## config.mk

```make
export PLATFORM = sky130hd
export DESIGN_NAME = load_store_unit
export DESIGN_NICKNAME = d
export VERILOG_FILES = /design/src/rtl/lsu_pkg.sv /design/src/rtl/lsu_align.sv /design/src/rtl/load_store_unit.sv
export SDC_FILE = /design/constraint.sdc
export NUM_CORES = 1
export LEC_CHECK = 0
export BUFFER_PORTS_ARGS = -buffer_cell sky130_fd_sc_hd__buf_2
export CORE_ASPECT_RATIO = 0.9
export CORE_MARGIN = 2
export CORE_UTILIZATION = 44
export DETAILED_ROUTE_END_ITERATION = 7
export MAX_ROUTING_LAYER = met4
export PLACE_DENSITY = 0.81
export SLEW_MARGIN = 20
export SYNTH_ARGS = -nofsm -noshare
export SYNTH_HDL_FRONTEND = slang
export SYNTH_SLANG_ARGS = --single-unit
```

## constraint.sdc

```tcl
create_clock -name clk_w_i -period 2.1 [get_ports clk_w_i]
set_clock_uncertainty 0.05 [all_clocks]
set_input_delay 0.21 -clock clk_w_i [delete_from_list [all_inputs] [get_ports clk_w_i]]
set_output_delay 0.21 -clock clk_w_i [all_outputs]
set_load 0.005 [all_outputs]
```

## src/rtl/lsu_pkg.sv

```systemverilog
// Shared types and constants for the load/store unit: FSM encoding, funct3 size
// codes, access opcodes and the bus byte-enable width.
package lsu_pkg;

    localparam int BE_W = 4;

    typedef enum logic [1:0] {
        ST_IDLE = 2'd0,
        ST_BUSY = 2'd1,
        ST_DONE = 2'd2
    } lsu_state_t;

    typedef enum logic {
        OP_LOAD  = 1'b0,
        OP_STORE = 1'b1
    } lsu_op_t;

    localparam logic [2:0] F3_B  = 3'b000;
    localparam logic [2:0] F3_H  = 3'b001;
    localparam logic [2:0] F3_W  = 3'b010;
    localparam logic [2:0] F3_BU = 3'b100;
    localparam logic [2:0] F3_HU = 3'b101;

    // Unsigned variants exist only for loads.
    function automatic logic size_legal(input lsu_op_t op, input logic [2:0] f3);
        case (f3)
            F3_B, F3_H, F3_W: size_legal = 1'b1;
            F3_BU, F3_HU:     size_legal = (op == OP_LOAD);
            default:          size_legal = 1'b0;
        endcase
    endfunction

endpackage

```

## src/rtl/lsu_align.sv

```systemverilog
// Combinational lane logic: access legality, byte enables, store-data replication
// and load lane extraction with sign/zero extension.
module lsu_align
    import lsu_pkg::*;
(
    input  logic            op_store,
    input  logic [2:0]      req_size,
    input  logic [1:0]      req_addr,
    input  logic [31:0]     req_data,
    output logic            legal,
    output logic [BE_W-1:0] be,
    output logic [31:0]     wdata,
    input  logic [2:0]      ld_size,
    input  logic [1:0]      ld_addr,
    input  logic [31:0]     rdata,
    output logic [31:0]     ld_value
);

    logic        aligned;
    logic [31:0] shifted;
    lsu_op_t     op;

    assign op = op_store ? OP_STORE : OP_LOAD;

    always_comb begin
        // NOTE: every signal gets a default first so no path can infer a latch.
        aligned = 1'b0;
        be      = '0;
        wdata   = req_data;
        case (req_size[1:0])
            2'b00: begin
                aligned = 1'b1;
                be      = 4'b0001 << req_addr;
                wdata   = {4{req_data[7:0]}};
            end
            2'b01: begin
                aligned = ~req_addr[0];
                be      = 4'b0011 << {req_addr[1], 1'b0};
                wdata   = {2{req_data[15:0]}};
            end
            2'b10: begin
                aligned = (req_addr == 2'b00);
                be      = 4'b1111;
            end
            default: ;
        endcase
        legal = size_legal(op, req_size) && aligned;
    end

    // Bring the addressed lane down to bit 0, then extend.
    assign shifted = rdata >> {ld_addr, 3'b000};

    always_comb begin
        case (ld_size)
            F3_B:    ld_value = {{24{shifted[7]}}, shifted[7:0]};
            F3_H:    ld_value = {{16{shifted[15]}}, shifted[15:0]};
            F3_BU:   ld_value = {24'd0, shifted[7:0]};
            F3_HU:   ld_value = {16'd0, shifted[15:0]};
            default: ld_value = shifted;
        endcase
    end

endmodule

```

## src/rtl/load_store_unit.sv

```systemverilog
// Load/store unit: accepts one CPU memory access at a time, runs a single
// word-aligned bus transfer with ack timeout, and returns the extended load value.
module load_store_unit
    import lsu_pkg::*;
#(
    parameter int unsigned ACK_TIMEOUT = 255
) (
    input  logic            clk_w_i,
    input  logic            res_w_i_l,
    input  logic [31:0]     mem_addr_w_i,
    input  logic [31:0]     mem_data_w_i,
    input  logic            mem_wr_w_i_h,
    input  logic            mem_rd_w_i_h,
    input  logic [2:0]      mem_size_w_i,
    output logic [31:0]     ld_data_w_o,
    output logic            stall_w_o_h,
    output logic            misalign_w_o_h,
    output logic            err_w_o_h,
    output logic            bus_req_w_o_h,
    output logic            bus_we_w_o_h,
    output logic [31:0]     bus_addr_w_o,
    output logic [31:0]     bus_wdata_w_o,
    output logic [BE_W-1:0] bus_be_w_o,
    input  logic            bus_ack_w_i_h,
    input  logic [31:0]     bus_rdata_w_i
);

    localparam logic [7:0] TIMEOUT_LAST = 8'(ACK_TIMEOUT - 1);

    lsu_state_t      state, state_nxt;
    logic [2:0]      size_q;
    logic [1:0]      addr_lo_q;
    logic [7:0]      cnt_q;
    logic [31:0]     ld_data_q;
    logic            err_q;

    logic            req_any, legal, accept, ack_hit, timeout;
    logic [BE_W-1:0] req_be;
    logic [31:0]     req_wdata, ld_value;

    assign req_any = mem_rd_w_i_h | mem_wr_w_i_h;

    lsu_align u_align (
        .op_store (mem_wr_w_i_h),
        .req_size (mem_size_w_i),
        .req_addr (mem_addr_w_i[1:0]),
        .req_data (mem_data_w_i),
        .legal    (legal),
        .be       (req_be),
        .wdata    (req_wdata),
        .ld_size  (size_q),
        .ld_addr  (addr_lo_q),
        .rdata    (bus_rdata_w_i),
        .ld_value (ld_value)
    );

    assign accept  = (state == ST_IDLE) && req_any && legal;
    assign ack_hit = (state == ST_BUSY) && bus_ack_w_i_h;
    // An ack in the final allowed cycle wins over the timeout.
    assign timeout = (state == ST_BUSY) && !bus_ack_w_i_h && (cnt_q == TIMEOUT_LAST);

    always_comb begin
        state_nxt = state;
        case (state)
            ST_IDLE: if (accept) state_nxt = ST_BUSY;
            ST_BUSY: if (ack_hit || timeout) state_nxt = ST_DONE;
            default: state_nxt = ST_IDLE;
        endcase
    end

    // NOTE: sequential state uses non-blocking assignments so every register samples pre-edge values.
    always_ff @(posedge clk_w_i or negedge res_w_i_l) begin
        if (!res_w_i_l) begin
            state         <= ST_IDLE;
            size_q        <= '0;
            addr_lo_q     <= '0;
            cnt_q         <= '0;
            ld_data_q     <= '0;
            err_q         <= 1'b0;
            bus_we_w_o_h  <= 1'b0;
            bus_addr_w_o  <= '0;
            bus_wdata_w_o <= '0;
            bus_be_w_o    <= '0;
        end else begin
            state <= state_nxt;
            err_q <= timeout;
            if (accept) begin
                size_q        <= mem_size_w_i;
                addr_lo_q     <= mem_addr_w_i[1:0];
                cnt_q         <= '0;
                bus_we_w_o_h  <= mem_wr_w_i_h;
                bus_addr_w_o  <= {mem_addr_w_i[31:2], 2'b00};
                bus_wdata_w_o <= req_wdata;
                bus_be_w_o    <= req_be;
            end else if (state == ST_BUSY && !bus_ack_w_i_h) begin
                cnt_q <= cnt_q + 8'd1;
            end
            if (!bus_we_w_o_h) begin
                if (ack_hit)      ld_data_q <= ld_value;
                else if (timeout) ld_data_q <= '0;
            end
        end
    end

    assign stall_w_o_h    = accept || (state == ST_BUSY);
    assign misalign_w_o_h = (state == ST_IDLE) && req_any && !legal;
    assign bus_req_w_o_h  = (state == ST_BUSY);
    assign err_w_o_h      = err_q;
    assign ld_data_w_o    = ld_data_q;

endmodule

```

## Word level (Yosys, flattened, before mapping)

Cells that the tools add are included.
Widths: inputs -> output; s select.

| operators by class | value |
|---|---|
| add/sub/neg operators | 1 |
| multipliers | 0 |
| divide/modulo/power cells | 0 |
| $lt $le $gt $ge | 0 |
| eq/ne operators | 13 |
| shift-type cells | 3 |
| multiplexer cells | 13 |
| bitwise operators | 4 |
| reductions and logical operators | 22 |

Operators with widths:

| operator | count |
|---|---|
| $pmux 32 s4 | 1 |
| $mux 32 | 2 |
| $pmux 32 s2 | 1 |
| $shr 32x5->32 | 1 |
| $mux 8 | 2 |
| $eq 3x3->1 const B | 4 |
| $pmux 4 s3 | 1 |
| $add 8x1->8 const B | 1 |
| $eq 8x8->1 const B | 1 |
| $logic_and 1x1->1 | 7 |
| $eq 3x1->1 const B | 2 |
| $logic_not 2->1 | 3 |
| $logic_not 3->1 | 2 |
| $eq 2x1->1 const B | 2 |
| $mux 2 | 2 |
| $pmux 2 s2 | 1 |
| $reduce_and 2->1 | 2 |
| $reduce_bool 2->1 | 2 |
| $shl 1x2->4 const A | 1 |
| $shl 2x2->4 const A | 1 |
| $eq 3x2->1 const B | 1 |
| $not 1->1 | 3 |
| $pmux 1 s3 | 1 |
| $reduce_or 3->1 | 1 |
| other kinds (9) | 11 |

| word-level totals | value |
|---|---|
| flip-flop bits (word level) | 115 |
| bits in latches | 0 |
| memory bits (writable) | 0 |
| bits in read-only memories | 0 |
| input bits | 104 |
| output and inout port bits | 105 |
| memories kept | 0 |

## Logic depth before layout (Yosys ltp)

Gate-level depths: netlist of the first run.

| depth | value |
|---|---|
| depth in word-level cells | 7 |
| gate-level depth with buffers | 7 |
| gate-level depth less buffers | 6 |

## Modules after synthesis

A second synthesis of the first run with hierarchy kept.

| unflattened totals | value |
|---|---|
| cells, all modules | 531 |
| area, all modules | 5886.9 um^2 |

By module, submodules not included:

| module | instances | cells an instance | area an instance (um^2) | sequential area each (um^2) |
|---|---|---|---|---|
| load_store_unit | 1 | 355 | 4679.5 | 2877.8 |
| lsu_align | 1 | 176 | 1207.4 | 0.0 |

## Worst setup path before layout of the first run

OpenSTA, ideal clock, no wires.

| path | value |
|---|---|
| kind | register to register |
| start | register cnt_q[0] |
| end | register ld_data_q[30], in the netlist ld_data_w_o[30] |
| arrival | 1.898 ns |
| data required time | 1.924 ns |
| slack | 0.026 ns |
| stages on the path, launching flop included | 8 |
| buffers on the path | 1 |
| period minus slack after synthesis | 2.074 ns |
| path through | dfrtp_1 > inv_1 > ha_1 > nand2_1 > or2_2 > o41a_1 > buf_2 > a221o_1 |

| on the way | value |
|---|---|
| longest elaborated chain between the ends | 4 |

RTL lines:

| element | RTL line | RTL |
|---|---|---|
| from (decl) | load_store_unit.sv:33 | `logic [7:0] cnt_q;` |
| from (signal assigned) | load_store_unit.sv:96 | `cnt_q <= cnt_q + 8'd1;` |
| $eq 8x8->1 | load_store_unit.sv:60 | `assign timeout = (state == ST_BUSY) && !bus_ack_w_i_h && (cnt_q == TIMEOUT_LAST);` |
| $logic_and 1x1->1 | load_store_unit.sv:60 |  |
| $reduce_bool 2->1 (no source line) | n/a |  |
| $reduce_and 2->1 (no source line) | n/a |  |
| to (signal assigned) | load_store_unit.sv:99 | `if (ack_hit) ld_data_q <= ld_value;` |
| to (decl) | load_store_unit.sv:34 | `logic [31:0] ld_data_q;` |

Every way passes these cells.
A chain may end at the register's enable or synchronous reset.

## Worst setup path after layout of the first run

| path | value |
|---|---|
| start | register cnt_q[0] |
| end | register ld_data_q[3], in the netlist ld_data_w_o[3] |

The elaborated chain is that of the path after synthesis.

==> summary.txt, run 1 <==
Timing
  • Fin crit share: 101%
  • Final worst setup slack: -0.0143 ns
  • Maximum clock rate: 473 MHz
  • Final min period: 2.11 ns
  • Slew Viols, Final: 0
  • Slew HR: 57.7%
  • RSZ-0062 raised after global routing: yes
  • Final setup violation count: 8
  • Final hold slack: 0.0248 ns
  • Final Hold Viols: 0
  • Actual slew at the worst max-slew pin: 0.635 ns

Pwr
  • Sequential share of power: 38.6%
  • Leak pwr: 3.82 nW
  • Combinational fraction of design power: 31.9%
  • Sw power: 2.79 mW
  • Internal power component: 6.39 mW
  • Switching Fraction: 30.4%
  • P per Cell Area: 1210 nW/µm²
  • Total power: 9.18 mW
  • Clock power frac: 29.5%
  • Peak VDD IR: 726 µV

Detailed routing
  • Routed Antenna Nets: 0
  • DR vias/cell: 5.32
  • WL/cell: 17.6 µm
  • Post-route DRC: 0
  • Via count: 4,696
  • Drt first pass iters: 5
  • 1st-iter DRT viols: 337
  • Drt total wl: 15,500 µm

Floorplan
  • Die X-Extent: 120 µm
  • Initial Utilization: 45.7%
  • Core area: 11,600 µm²
  • Die area: 12,900 µm²
  • Die H: 108 µm
  • Io pins: 209
  • Row cnt: 37

Synth
  • Syn_area_per_cell: 11.4 µm²
  • Async set-reset flop share out of synthesis: 100%
  • Number of synthesized flops with an enable pin: 0
  • Cell taking the most area after synthesis: dfrtp_1
  • Yosys top cell area share: 54.4%
  • Ranking of synthesized cells by area: dfrtp_1 54%, mux2_2 8.3%, mux2i_1 7.6%
  • Ys Warns: 0
  • Seq/Total Area, Yosys: 54.4%
  • Cells after Synth: 464
  • Syn Std Cell Area: 5290 µm²
  • Synth unique cells: 44
  • FF+latch count, synth: 115
  • Top_reg_cell synth: dfrtp_1

Cells and area
  • Most frequent cells in the layout: 205 x buf_2, 115 x dfrtp_1, 43 x nand2_1
  • Final #Nets: 820
  • Post-layout util: 65.3%
  • Area grow syn2layout: 42.9%
  • Layout cells sized above 1: 42.1%
  • Commonest non-fill, non-tap cell in the layout: buf_2

Global routing
  • First-pass GRT wire length: 24,100 µm
  • Initial antenna violation count: 1
  • Residual overflow from global routing: 0
  • GRT Total Usage: 25.0%
  • Pin count of the biggest net entering global routing: 116
  • Vias in the first global route: 4,777

Setup path
  • Kind of critical path: reg -> reg
  • CP Max Fanout: 16
  • Worst Setup SP: cnt_q[0]
  • Critical path arrival: 2.36 ns
  • Startpoint types: flop
  • R2r setup slk: -0.01 ns
  • CP endpoint kind: flop
  • Critical path required time: 2.35 ns
  • Reg2reg start: cnt_q[0]

Clock network
  • Max clock buf depth: 2
  • Sinks on Clock Net: 115
  • CTS root buf: clkbuf_16
  • Inserted Clock Buffers: 17
  • Clock latency on the worst-skew pair: 0.41 ns
  • H-tree depth: 4
  • CTS tree: built
  • Clock transition at the registers of the reported paths: 0.05 ns

Worst hold path
  • Hold path startpoint: mem_addr_w_i[19]
  • Hold/Removal Path Class: in -> reg

Placed design
  • IO Port Bufs: 206
  • Pre-CTS setup slack: 0.0187 ns
  • Hpwl dp: 10,600 µm
  • Placer Congestion: 0.888

Flow run
  • Max Cap Viol: 0

Outcome
  • Failing checks: negative setup slack
  • Status: finished, violations left
[cell type report]
cell class	count	area, µm²
Fill cell	902	4020
Sequential cell	115	2880
Multi-Input combinational cell	314	2290
Timing Repair Buffer	264	1630
Clock buffer	24	472
Tap cell	156	195
Clock inverter	6	80.1
Inverter	2	7.51
Antenna cell	1	2.50
[per-stage QoR]
| stage | cell area [µm²] | cells | setup TNS (ns) |
|---|---|---|---|
| 6_report | 7560 | 882 | -0.0608 |
| 5_1_grt | 7560 | 882 | -1.14 |
| 4_1_cts | 7470 | 876 | 0 |
| 3_5_place_dp | 6620 | 816 | 0 |
| 3_3_place_gp | 6620 | 816 | 0 |
| 2_1_floorplan | 5290 | 465 | 0 |
[sequential cells by signal, indices dropped and copies added (netlist names)]
name           count
err_w_o_h          1
bus_be_w_o         4
cnt_q              8
ld_data_w_o       32
addr_lo_q          2
bus_we_w_o_h       1
bus_addr_w_o      30
state              2
bus_wdata_w_o     32
size_q             3
[cell usage after synthesis (all sizes together), types with 2 or more instances]
library cell,instances
a32o,7
inv,2
nand3,3
nor2,32
nand3b,10
nor4,3
nor3,3
ha,2
o21ai,42
mux2i,40
a21oi,18
xnor2,3
nor2b,9
or2,2
nand2,43
a211o,15
xor2,3
dfrtp,115
o2bb2ai,8
buf,11
a221o,8
clkbuf,23
mux2,43
nor3b,2
nand4,2
[per-layer routing]
layer | track usage, % | vias to the layer above | wire (µm)
li1 | - | 2178 | -
met1 | 28.4 | 2257 | 6080
met2 | 41.9 | 234 | 7760
met3 | 8.76 | 27 | 1360
met4 | 7.98 | 0 | 337
met5 | - | - | 0
[power by group through the flow]
stage | Clock, mW | Sequential, mW | Combinational, mW
after floorplan | 0 | 3.56 | 1.37
after global placement | 0 | 3.50 | 2.74
after detailed placement | 0 | 3.54 | 2.83
after CTS | 2.77 | 3.53 | 2.88
after global routing | 2.87 | 3.63 | 3.21
final | 2.71 | 3.54 | 2.92
[logic make-up (layout without fill, tap and decap cells)]
| family | Yosys count | after routing | synth area share, % |
|---|---|---|---|
| flip-flops | 115 | 115 | 54.4 |
| AND/OR/NAND/NOR | 113 | 113 | 10.2 |
| AO/OA/AOI/OAI | 107 | 107 | 13.8 |
| multiplexers | 84 | 84 | 17.1 |
| buffers and inverters | 36 | 296 | 2.86 |
| XOR/XNOR | 6 | 6 | 0.994 |
| adder cells (fa/ha/maj) | 2 | 2 | 0.473 |
| other | 1 | 3 | 0.0709 |
[worst max-delay path, cell delays in order (launching register included)]
cell and delay, ns:
dfrtp_1 0.38, inv_2 0.07, ha_1 0.14, nand2_1 0.05
or2_4 0.23, o41a_1 0.52, buf_6 0.19, clkbuf_16 0.17
a32o_1 0.21
[final timing paths]
kind | cells after the start | end
min | 2 | bus_addr_w_o[19]
min reg2reg | 2 | bus_wdata_w_o[8]
min in group asynchronous | 3 | ld_data_w_o[3]
max in group asynchronous | 3 | addr_lo_q[0]
max reg2reg | 8 | ld_data_w_o[3]
max | 8 | ld_data_w_o[3]
[repair_timing]
action	4_1_cts	5_1_grt
pin swaps	1	5
cloned	0	2
endpoints found under the setup margin	1	12
hold buffers	30	0
endpoints found under the hold margin	144	0
gates resized for setup	0	4
setup buffers	0	3
(Power assumes the default switching activity.)
==> inputs of run 2 (changes only) <==
Settings changed: PLACE_DENSITY 0.81 to 0.86, SKIP_LAST_GASP set to 1.
==> run 2 against run 1 <==
The flow still finishes with violations (negative setup slack). First-iteration DRC count grew 12%. Sequential cell count is the same. Cell count grew 0.11%. Largest cell class unchanged. Sequential power is essentially flat. Worst setup slack gained 0.011 ns. Critical path type unchanged. Count of clock-buffer cells in the layout shrank 3. Wire length grew 0.48%. Clock power shrank 4%.
==> summary.txt, run 2 (synthesized netlist as in run 1, its figures left out) <==
Global routing
  • Pin count of the biggest net entering global routing: 116 (unchanged)
  • GRT Total Usage: 25.2% (+0.17 points)
  • Initial antenna violation count: 1 (unchanged)
  • Vias in the first global route: 4,918 (+3.0%)
  • First-pass GRT wire length: 24,700 µm (+2.3%)
  • Residual overflow from global routing: 0 (unchanged)

Detailed routing
  • Post-route DRC: 0 (unchanged)
  • WL/cell: 17.7 µm (+0.37%)
  • Drt first pass iters: 5 (unchanged)
  • Via count: 4,793 (+2.1%)
  • DR vias/cell: 5.43 (+1.9%)
  • 1st-iter DRT viols: 379 (+12%)
  • Drt total wl: 15,600 µm (+0.48%)
  • Routed Antenna Nets: 0 (unchanged)

Outcome
  • Failing checks: negative setup slack
  • Status: finished, violations left

Placed design
  • Pre-CTS setup slack: -0.0220 ns (-0.0407 ns)
  • IO Port Bufs: 206 (unchanged)
  • Cells after DPL: 817 (+0.12%)
  • Placer Congestion: 0.850 (-4.4%)
  • Hpwl dp: 10,900 µm (+2.7%)
  • Area after DPL: 6610 µm² (about the same)

Cells and area
  • Final #Nets: 819 (-0.12%)
  • Most frequent cells in the layout: 205 x buf_2, 115 x dfrtp_1, 43 x nand2_1
  • Area of the multi-input gates: 2290 µm² (unchanged)
  • Filler Cells Inserted: 894 (-0.89%)
  • Area grow syn2layout: 41.9%
  • Reg area: 2880 µm² (unchanged)
  • Commonest non-fill, non-tap cell in the layout: buf_2
  • Finished layout cell area: 7500 µm² (-0.70%)
  • Layout cells sized above 1: 42.3% (+0.22 points)
  • Fin cells: 883 (+0.11%)

Timing
  • Slew Viols, Final: 0 (unchanged)
  • RSZ-0062 raised after global routing: yes
  • Final setup violation count: 5 (-3)
  • Final min period: 2.10 ns (-0.0106 ns)
  • Actual slew at the worst max-slew pin: 0.643 ns (+0.00786 ns)
  • Fin crit share: 100% (-0.50 points)
  • Final Hold Viols: 0 (unchanged)
  • Maximum clock rate: 475 MHz (+0.50%)
  • Final worst setup slack: -0.00368 ns (+0.0106 ns)
  • Final hold slack: 0.0357 ns (+0.0109 ns)
  • Slew HR: 57.1% (-0.52 points)

Setup path
  • Critical path required time: 2.33 ns (-0.02 ns)
  • Startpoint types: flop
  • Crit-path cells: inv_1 > ha_1 > nand2_1 > or2_2 > o41a_1 > buf_4 > clkbuf_16 > a32o_1
  • Kind of critical path: reg -> reg
  • CP Max Fanout: 16 (unchanged)
  • CP endpoint kind: flop
  • CP max-delay cell: o41a_1
  • Largest stage delay on the critical path: 0.43 ns (-0.09 ns)
  • Critical path arrival: 2.33 ns (-0.03 ns)

Clock network
  • Max clock buf depth: 2 (unchanged)
  • Sinks on Clock Net: 115 (unchanged)
  • Inserted Clock Buffers: 17 (unchanged)
  • Clock transition at the registers of the reported paths: 0.05 ns (about the same)
  • H-tree depth: 4 (unchanged)
  • CTS tree: built
  • Clock latency on the worst-skew pair: 0.40 ns (about the same)
  • CTS root buf: clkbuf_16

Flow run
  • Max Cap Viol: 0 (unchanged)

Floorplan
  • Die area: 12,900 µm² (unchanged)
  • Row cnt: 37 (unchanged)
  • Io pins: 209 (unchanged)
  • Die H: 108 µm (unchanged)
  • Initial Utilization: 45.7% (unchanged)
  • Die X-Extent: 120 µm (unchanged)
  • Core area: 11,600 µm² (unchanged)

Pwr
  • Peak VDD IR: 706 µV (-2.8%)
  • Leak pwr: 3.78 nW (-0.84%)
  • Total power: 9.03 mW (-1.6%)
  • P per Cell Area: 1200 nW/µm² (-0.87%)

Worst hold path
  • Hold/Removal Path Class: in -> reg
==> run 2: routing by layer <==
metal | share of wire, % | GRT usage, % | vias up
met5 | 0 | - | -
met4 | 2.1 | 9.66 | 0
met3 | 8.9 | 6.96 | 26
met2 | 51 | 42.3 | 270
met1 | 38 | 29.0 | 2320
li1 | - | - | 2177
==> run 2: report_power, final <==
group	switching (mW)	total (mW)	internal [mW]
combinational	1.36	2.89	1.52
clock	0.973	2.61	1.64
sequential	0.495	3.53	3.04
total	2.83	9.03	6.20
==> run 2: worst paths after layout <==
kind	slack [ns]	cells after the start	end	from
max	-0.004	8	ld_data_w_o[5]	cnt_q[0]
min	0.04	2	state[1]	bus_ack_w_i_h
max in group asynchronous	1.12	3	bus_wdata_w_o[26]	res_w_i_l
min in group asynchronous	0.36	3	ld_data_w_o[30]	res_w_i_l
max reg2reg	-0.004	8	ld_data_w_o[5]	cnt_q[0]
min reg2reg	0.43	1	ld_data_w_o[16]	ld_data_w_o[16]
==> run 2: critical path, delay by kind of cell, from the launching register on <==
kind / cells / cell delay (ns)
adders and majority gates: 1 / 0.15
and+or+nand+nor: 2 / 0.34
DFF: 1 / 0.39
buffers and inverters: 3 / 0.42
AOI/OAI and AO/OA: 2 / 0.63
==> run 2: area by class of cell <==
type	count	share of cell area [%]
multi-input cells	314	30.5
repair buffers	263	21.2
diodes	1	0.0333
flip-flops and latches	115	38.3
inverters	2	0.100
clock buffers	21	6.00
clock inverters	11	1.17
well taps	156	2.60
==> run 2: timing repair <==
item / CTS / global route
gates resized for setup: 0 / 2
setup buffers: 0 / 1
pin swaps: 1 / 0
hold endpoints to repair: 145 / 0
gates cloned: 0 / 1
endpoints found under the setup margin: 8 / 14
hold buffers: 31 / 0
==> run 2: through the flow <==
| stage | utilization, % | setup TNS, ns |
|---|---|---|
| 6_report | 64.8 | -0.0122 |
| 5_1_grt | 64.8 | -0.516 |
| 4_1_cts | 64.5 | 0 |
| 3_5_place_dp | 57.1 | -0.0458 |
| 3_3_place_gp | 57.1 | 0 |
| 2_1_floorplan | - | 0 |
